## config.mk

```make
export PLATFORM = sky130hd
export DESIGN_NAME = regfile_mp
export DESIGN_NICKNAME = d
export VERILOG_FILES = /design/src/rtl/regfile_mp.sv
export SDC_FILE = /design/constraint.sdc
export NUM_CORES = 2
export LEC_CHECK = 0
export ABC_AREA = 1
export CAP_MARGIN = 20
export CORE_ASPECT_RATIO = 0.5
export CORE_MARGIN = 2
export CORE_UTILIZATION = 63
export DETAILED_ROUTE_END_ITERATION = 8
export PLACE_DENSITY = 0.79
export SETUP_SLACK_MARGIN = 0.4
export SKIP_CTS_REPAIR_TIMING = 1
export SLEW_MARGIN = 20
export SYNTH_ARGS = -nofsm -noshare
export SYNTH_HDL_FRONTEND = slang
export SYNTH_SLANG_ARGS = --single-unit
```

## constraint.sdc

```tcl
create_clock -name Clock -period 7.4 [get_ports Clock]
set_input_delay 2.22 -clock Clock [delete_from_list [all_inputs] [get_ports Clock]]
set_output_delay 2.22 -clock Clock [all_outputs]
set_load 0.005 [all_outputs]
```

## src/rtl/regfile_mp.sv

```systemverilog
// Parametrised multi-port register file with write collision priority,
// optional same-cycle bypass, hardwired-zero register 0 and registered reads.
module regfile_mp #(
  parameter int DATA_W   = 32,
  parameter int DEPTH    = 32,
  parameter int ADDR_W   = 5,
  parameter int NRD      = 2,
  parameter int NWR      = 1,
  parameter int ZERO_REG = 1,
  parameter int BYPASS   = 1,
  parameter int READ_LAT = 0
) (
  input  logic                     Clock,
  input  logic                     Reset,
  input  logic [NWR-1:0]           RegWrite,
  input  logic [NWR*ADDR_W-1:0]    WriteRegNo,
  input  logic [NWR*DATA_W-1:0]    WriteData,
  input  logic [NRD*ADDR_W-1:0]    ReadReg,
  output logic [NRD*DATA_W-1:0]    ReadData
);

  localparam int NSLOT = 1 << ADDR_W;

  // Whole address space is modelled; slots with no storage read as zero.
  logic [DATA_W-1:0]     slot_data [NSLOT];
  logic [NSLOT-1:0]      slot_live;
  logic [NRD*DATA_W-1:0] read_next;

  genvar gi;

  for (gi = 0; gi < NSLOT; gi++) begin : g_slot
    localparam bit LIVE = (gi < DEPTH) && !((ZERO_REG != 0) && (gi == 0));

    assign slot_live[gi] = LIVE;

    if (LIVE) begin : g_live
      logic              wr_hit;
      logic [DATA_W-1:0] data_reg;
      logic [DATA_W-1:0] data_next;

      // Later ports overwrite earlier matches, so the highest index wins.
      always_comb begin
        wr_hit    = 1'b0;
        data_next = data_reg;
        for (int k = 0; k < NWR; k++) begin
          if (RegWrite[k] && (WriteRegNo[k*ADDR_W +: ADDR_W] == ADDR_W'(gi))) begin
            wr_hit    = 1'b1;
            data_next = WriteData[k*DATA_W +: DATA_W];
          end
        end
      end

      always_ff @(posedge Clock) begin
        if (Reset) begin
          data_reg <= '0;
        end else if (wr_hit) begin
          data_reg <= data_next;
        end
      end

      assign slot_data[gi] = data_reg;
    end else begin : g_dead
      assign slot_data[gi] = '0;
    end
  end

  for (gi = 0; gi < NRD; gi++) begin : g_rd
    logic [ADDR_W-1:0] addr;
    logic [DATA_W-1:0] data;

    assign addr = ReadReg[gi*ADDR_W +: ADDR_W];

    // Bypass only forwards writes that would actually commit this edge.
    always_comb begin
      data = slot_data[addr];
      if ((BYPASS != 0) && !Reset && slot_live[addr]) begin
        for (int k = 0; k < NWR; k++) begin
          if (RegWrite[k] && (WriteRegNo[k*ADDR_W +: ADDR_W] == addr)) begin
            data = WriteData[k*DATA_W +: DATA_W];
          end
        end
      end
    end

    assign read_next[gi*DATA_W +: DATA_W] = data;
  end

  if (READ_LAT != 0) begin : g_lat
    logic [NRD*DATA_W-1:0] read_reg;

    always_ff @(posedge Clock) begin
      if (Reset) begin
        read_reg <= '0;
      end else begin
        read_reg <= read_next;
      end
    end

    assign ReadData = read_reg;
  end else begin : g_comb
    assign ReadData = read_next;
  end

endmodule
```

==> results.env <==
RESULT_OF_THE_RUN='finished clean'
FINAL_CELLS=8874
BOUNDARYPINS=114
YS_SEQ_ELEMENTS=992
CLOCK_SINKS=992
MAXSLEWHEADROOM_PCT=16.8
PLACED_AREA_SQ_UM=55400
PLACED_CELLS_INCL_TAPS=8706
DP_HPWL_UM=131000
SYN_AREA_PER_CELL_SQ_UM=6.69
FINAL-HOLD-VIOLATION-COUNT=0
MULTIPLEXER_SHARE_OF_THE_SYNTHESIZED_AREA_PCT=0
GRT_SETUP_UNREPAIRED='true'
FINALCRITPERIODSHARE_PCT=96.7
POWER-PER-CELL-AREA_nW_PER_UM2=213
YOSYSSEQAREASHARE_PCT=36.6
FINALPOWER_uW=12500
TIMING.CRITICAL_PATH.FROM_TYPE='primary input'
SWSHARE_PCT=29.5
SHARE_CLK_OF_TOTAL_POWER_PCT=41.5
MULTI_INPUT_GATE_AREA_SQ_UM=28400
NET-SWITCHING-POWER_uW=3680
IO_BUFFER_COUNT=113
ROUTE.ANTENNA.REMAINING_NETS=0
MIN-DELAY-PATH-CLASS='reg -> reg'
HOLD_SLACK_NS=0.470
SYNTH.CELL_AREA_SQ_UM=54300
DETAILROUTE.WIRELENGTH.MET2_UM=89600
SYNTH_CELL_TYPE_COUNT=28
LARGEST_REG_FLOPS=992
DIE_H_UM=212
SETUP_VIOL=0
CRIT_SLOWEST_CELL='buf_4'
DIE_AREA_SQ_UM=88600
AREAGROWTHSYNTHTOFINISH_PCT=8.17
CTSHTREEMAXLEVEL=3
MOST_FREQUENT_CELLS_IN_THE_LAYOUT='nand2_1 (1157), nand3_1 (1074), dfxtp_1 (992)'
FINAL_NET_COUNT=7679
FIN_TNS_SETUP_NS=0
GRT_FIRST_PASS_WIRELENGTH_UM=344000
NUMCTSBUFFERS=90
GLOBALROUTE.TOTALOVERFLOW=0
TRITONCTS_CLOCK_TREE='yes'
INTERNAL_POWER_CONSUMPTION_uW=8800
ARRIVAL_NS=4.93
AVGVIACOUNTPERCELL=6.97
WORST_PATH_MOST_REPEATED_CELL='nand3_1'
WORSTMARGINPINSLEW_NS=1.24
LAYOUT_COMMONEST_CELL='nand2_1'
WORST-SETUP-PATH-TYPE='in -> out'
M1WIRELENGTH_UM=81700
POST-ROUTE-DRC-COUNT=0
SYNTHESIS.INSTANCES=8110
POST_ROUTE_CELLS_DRIVE_ABOVE_1_SHARE_PCT=5.86
SYNTH_COMPOUND_AREA_SHARE_PCT=27.4
GRT_PASS1_VIAS=56400
ACHIEVABLE-FREQUENCY_MHz=140
WORST_SETUP_HOLD_PATH_CLK_SLEW_NS=0.06
CTS_ROOT_BUFFER_TYPE='clkbuf_16'
FLOORPLAN.DIE.WIDTH_UM=419
CRITPATHCAPTURETYPE='output pin'
SYNTHESIZED_AREA_FRACTION_OCCUPIED_BY_AND_OR_NAND_NOR_CELLS_PCT=24.5
VDD.IR_DROP.WORST_mV=0.203
POST_SYNTH_FA_HA_MAJ_AREA_FRACTION_PCT=0
GRT_START_MAX_NET_PINS=238
INSERTION_DELAY_NS=0.72
FILLERINSTANCES=7296
INITIAL_CORE_UTILIZATION_PCT=63.3
POWER.LEAKAGE_uW=0.0205
MET3_WIRELENGTH_UM=42000
SYNTH_XOR_AREA_SHARE_PCT=0.0646
CLOCK_SKEW_NS=0
FINALWORSTPATHREQUIREDPERIOD_NS=7.15
POWER.SHARE.COMBINATIONAL_PCT=15.1
ANTENNA_FOUND_INITIAL=13
CTS.PATH.MAX_BUFFERS=3
FLOORPLAN.ROWS=76
POWER.SEQUENTIAL.FRACTION_PCT=43.5
CP.REQUIRED_NS=5.18
DR.PASS1.ITERS=9
ROUTED_LEN_INST_UM=26.1
COMBINATIONAL_FAMILY_WITH_THE_MOST_AREA_AFTER_SYNTHESIS='compound AO/OA/AOI/OAI gates'
CRITICAL_PATH.MAX_FANOUT=33
TOP_SIGNAL_LAYER_USED='met5'
DETAIL_ROUTE.WIRELENGTH_UM=232000
SYNTHESIS.YOSYS.WARNINGS=0
MAXCAPVIOLATIONS=0
SYNTHESIS.NETS=8160
ROUTED-VIA-COUNT=61900
FF_LATCH_AREA_SQ_UM=19900
GLOBALROUTETOTALUTIL_PCT=50.5
FIRST_ITER_VIOLATIONS=12700
DRV_SLEW=0
STDCELL_AREA_SQ_UM=58700
CRIT_CHAIN='buf_4, inv_2, buf_4, nand3_1, nand3_1, nand3_1, nand2_1, clkdlybuf4s50_1'
GPL.FINAL_WEIGHTED_CONGESTION=1.04
CORE_REGION_AREA_SQ_UM=85700
CRITICAL_PATH.MAX_STAGE_DELAY_NS=0.65
[stage by stage]
step	util [%]	setup slack (ns)
final	68.5	0.246
after global routing	68.5	0.375
after CTS	68.4	0.414
after detailed placement	64.7	0.415
after global placement	64.7	0.400
after floorplan	-	1.80
[worst paths after layout]
kind | slack (ns) | endpoint | cells after the start | from
setup / recovery | 0.25 | ReadData[34] | 8 | ReadReg[8]
hold / removal | 0.47 | g_slot[12].g_live.data_reg[9] | 2 | g_slot[12].g_live.data_reg[9]
hold reg to reg | 0.47 | g_slot[12].g_live.data_reg[9] | 2 | g_slot[12].g_live.data_reg[9]
setup reg to reg | 6.55 | g_slot[22].g_live.data_reg[28] | 2 | g_slot[22].g_live.data_reg[28]
[per-layer routing]
metal,global-route usage (%),vias to the layer above
met5,0.328,-
met4,33.7,20
met3,20.0,1378
met2,69.6,5649
met1,64.9,27900
li1,-,26900
[kinds of logic after synthesis]
logic type,after synthesis
AOI/OAI and AO/OA,2485
buffers and inverters,1543
xor gates and xnor gates,4
and+or+nand+nor,3086
DFF,992
[cell type report]
| type | count | share of cell area (%) |
|---|---|---|
| inverters | 648 | 4.19 |
| flip-flops and latches | 992 | 33.8 |
| repair buffers | 322 | 5.72 |
| well taps | 1170 | 2.49 |
| clock inverters | 35 | 0.842 |
| clock buffers | 128 | 4.50 |
| diodes | 4 | 0.0171 |
| multi-input cells | 5575 | 48.4 |
[critical path, delay by kind of cell]
family / cells / cell delay (ns)
and+or+nand+nor: 4 / 1.08
buffers and inverters: 4 / 1.60
[power groups by stage]
stage / Combinational [uW] / Clock [uW] / Sequential (uW)
finish: 1880 / 5170 / 5420
floorplan: 1030 / 0 / 5540
global placement: 1700 / 0 / 5540
global route: 1910 / 5350 / 5430
CTS: 1730 / 5120 / 5420
detailed placement: 1720 / 0 / 5540
[synth_stat cells]
| library cell | count | area share (%) |
|---|---|---|
| o21ai_0 | 526 | 4.9 |
| o22ai_1 | 3 | 0.035 |
| o21ai_1 | 6 | 0.055 |
| buf_2 | 274 | 2.5 |
| nor2_1 | 680 | 4.7 |
| inv_2 | 18 | 0.12 |
| nand3_2 | 2 | 0.037 |
| buf_4 | 13 | 0.18 |
| nor2_2 | 6 | 0.069 |
| o211ai_1 | 354 | 4.9 |
| buf_1 | 129 | 0.89 |
| nand4_1 | 110 | 1.3 |
| a21oi_1 | 976 | 9.0 |
| nand3_1 | 1094 | 10 |
| clkbuf_2 | 4 | 0.037 |
| nand2_2 | 6 | 0.069 |
| clkinv_1 | 3 | 0.021 |
| xor2_1 | 4 | 0.065 |
| dfxtp_1 | 992 | 37 |
| a31oi_1 | 8 | 0.092 |
| clkbuf_1 | 475 | 3.3 |
| nor3_1 | 3 | 0.028 |
| nor2_4 | 5 | 0.10 |
| or2_2 | 1 | 0.012 |
| a211oi_1 | 612 | 8.5 |
| nand2_1 | 1179 | 8.2 |
| inv_1 | 626 | 4.3 |
| inv_4 | 1 | 0.012 |
Note: power is estimated with default switching activity, not from simulation.
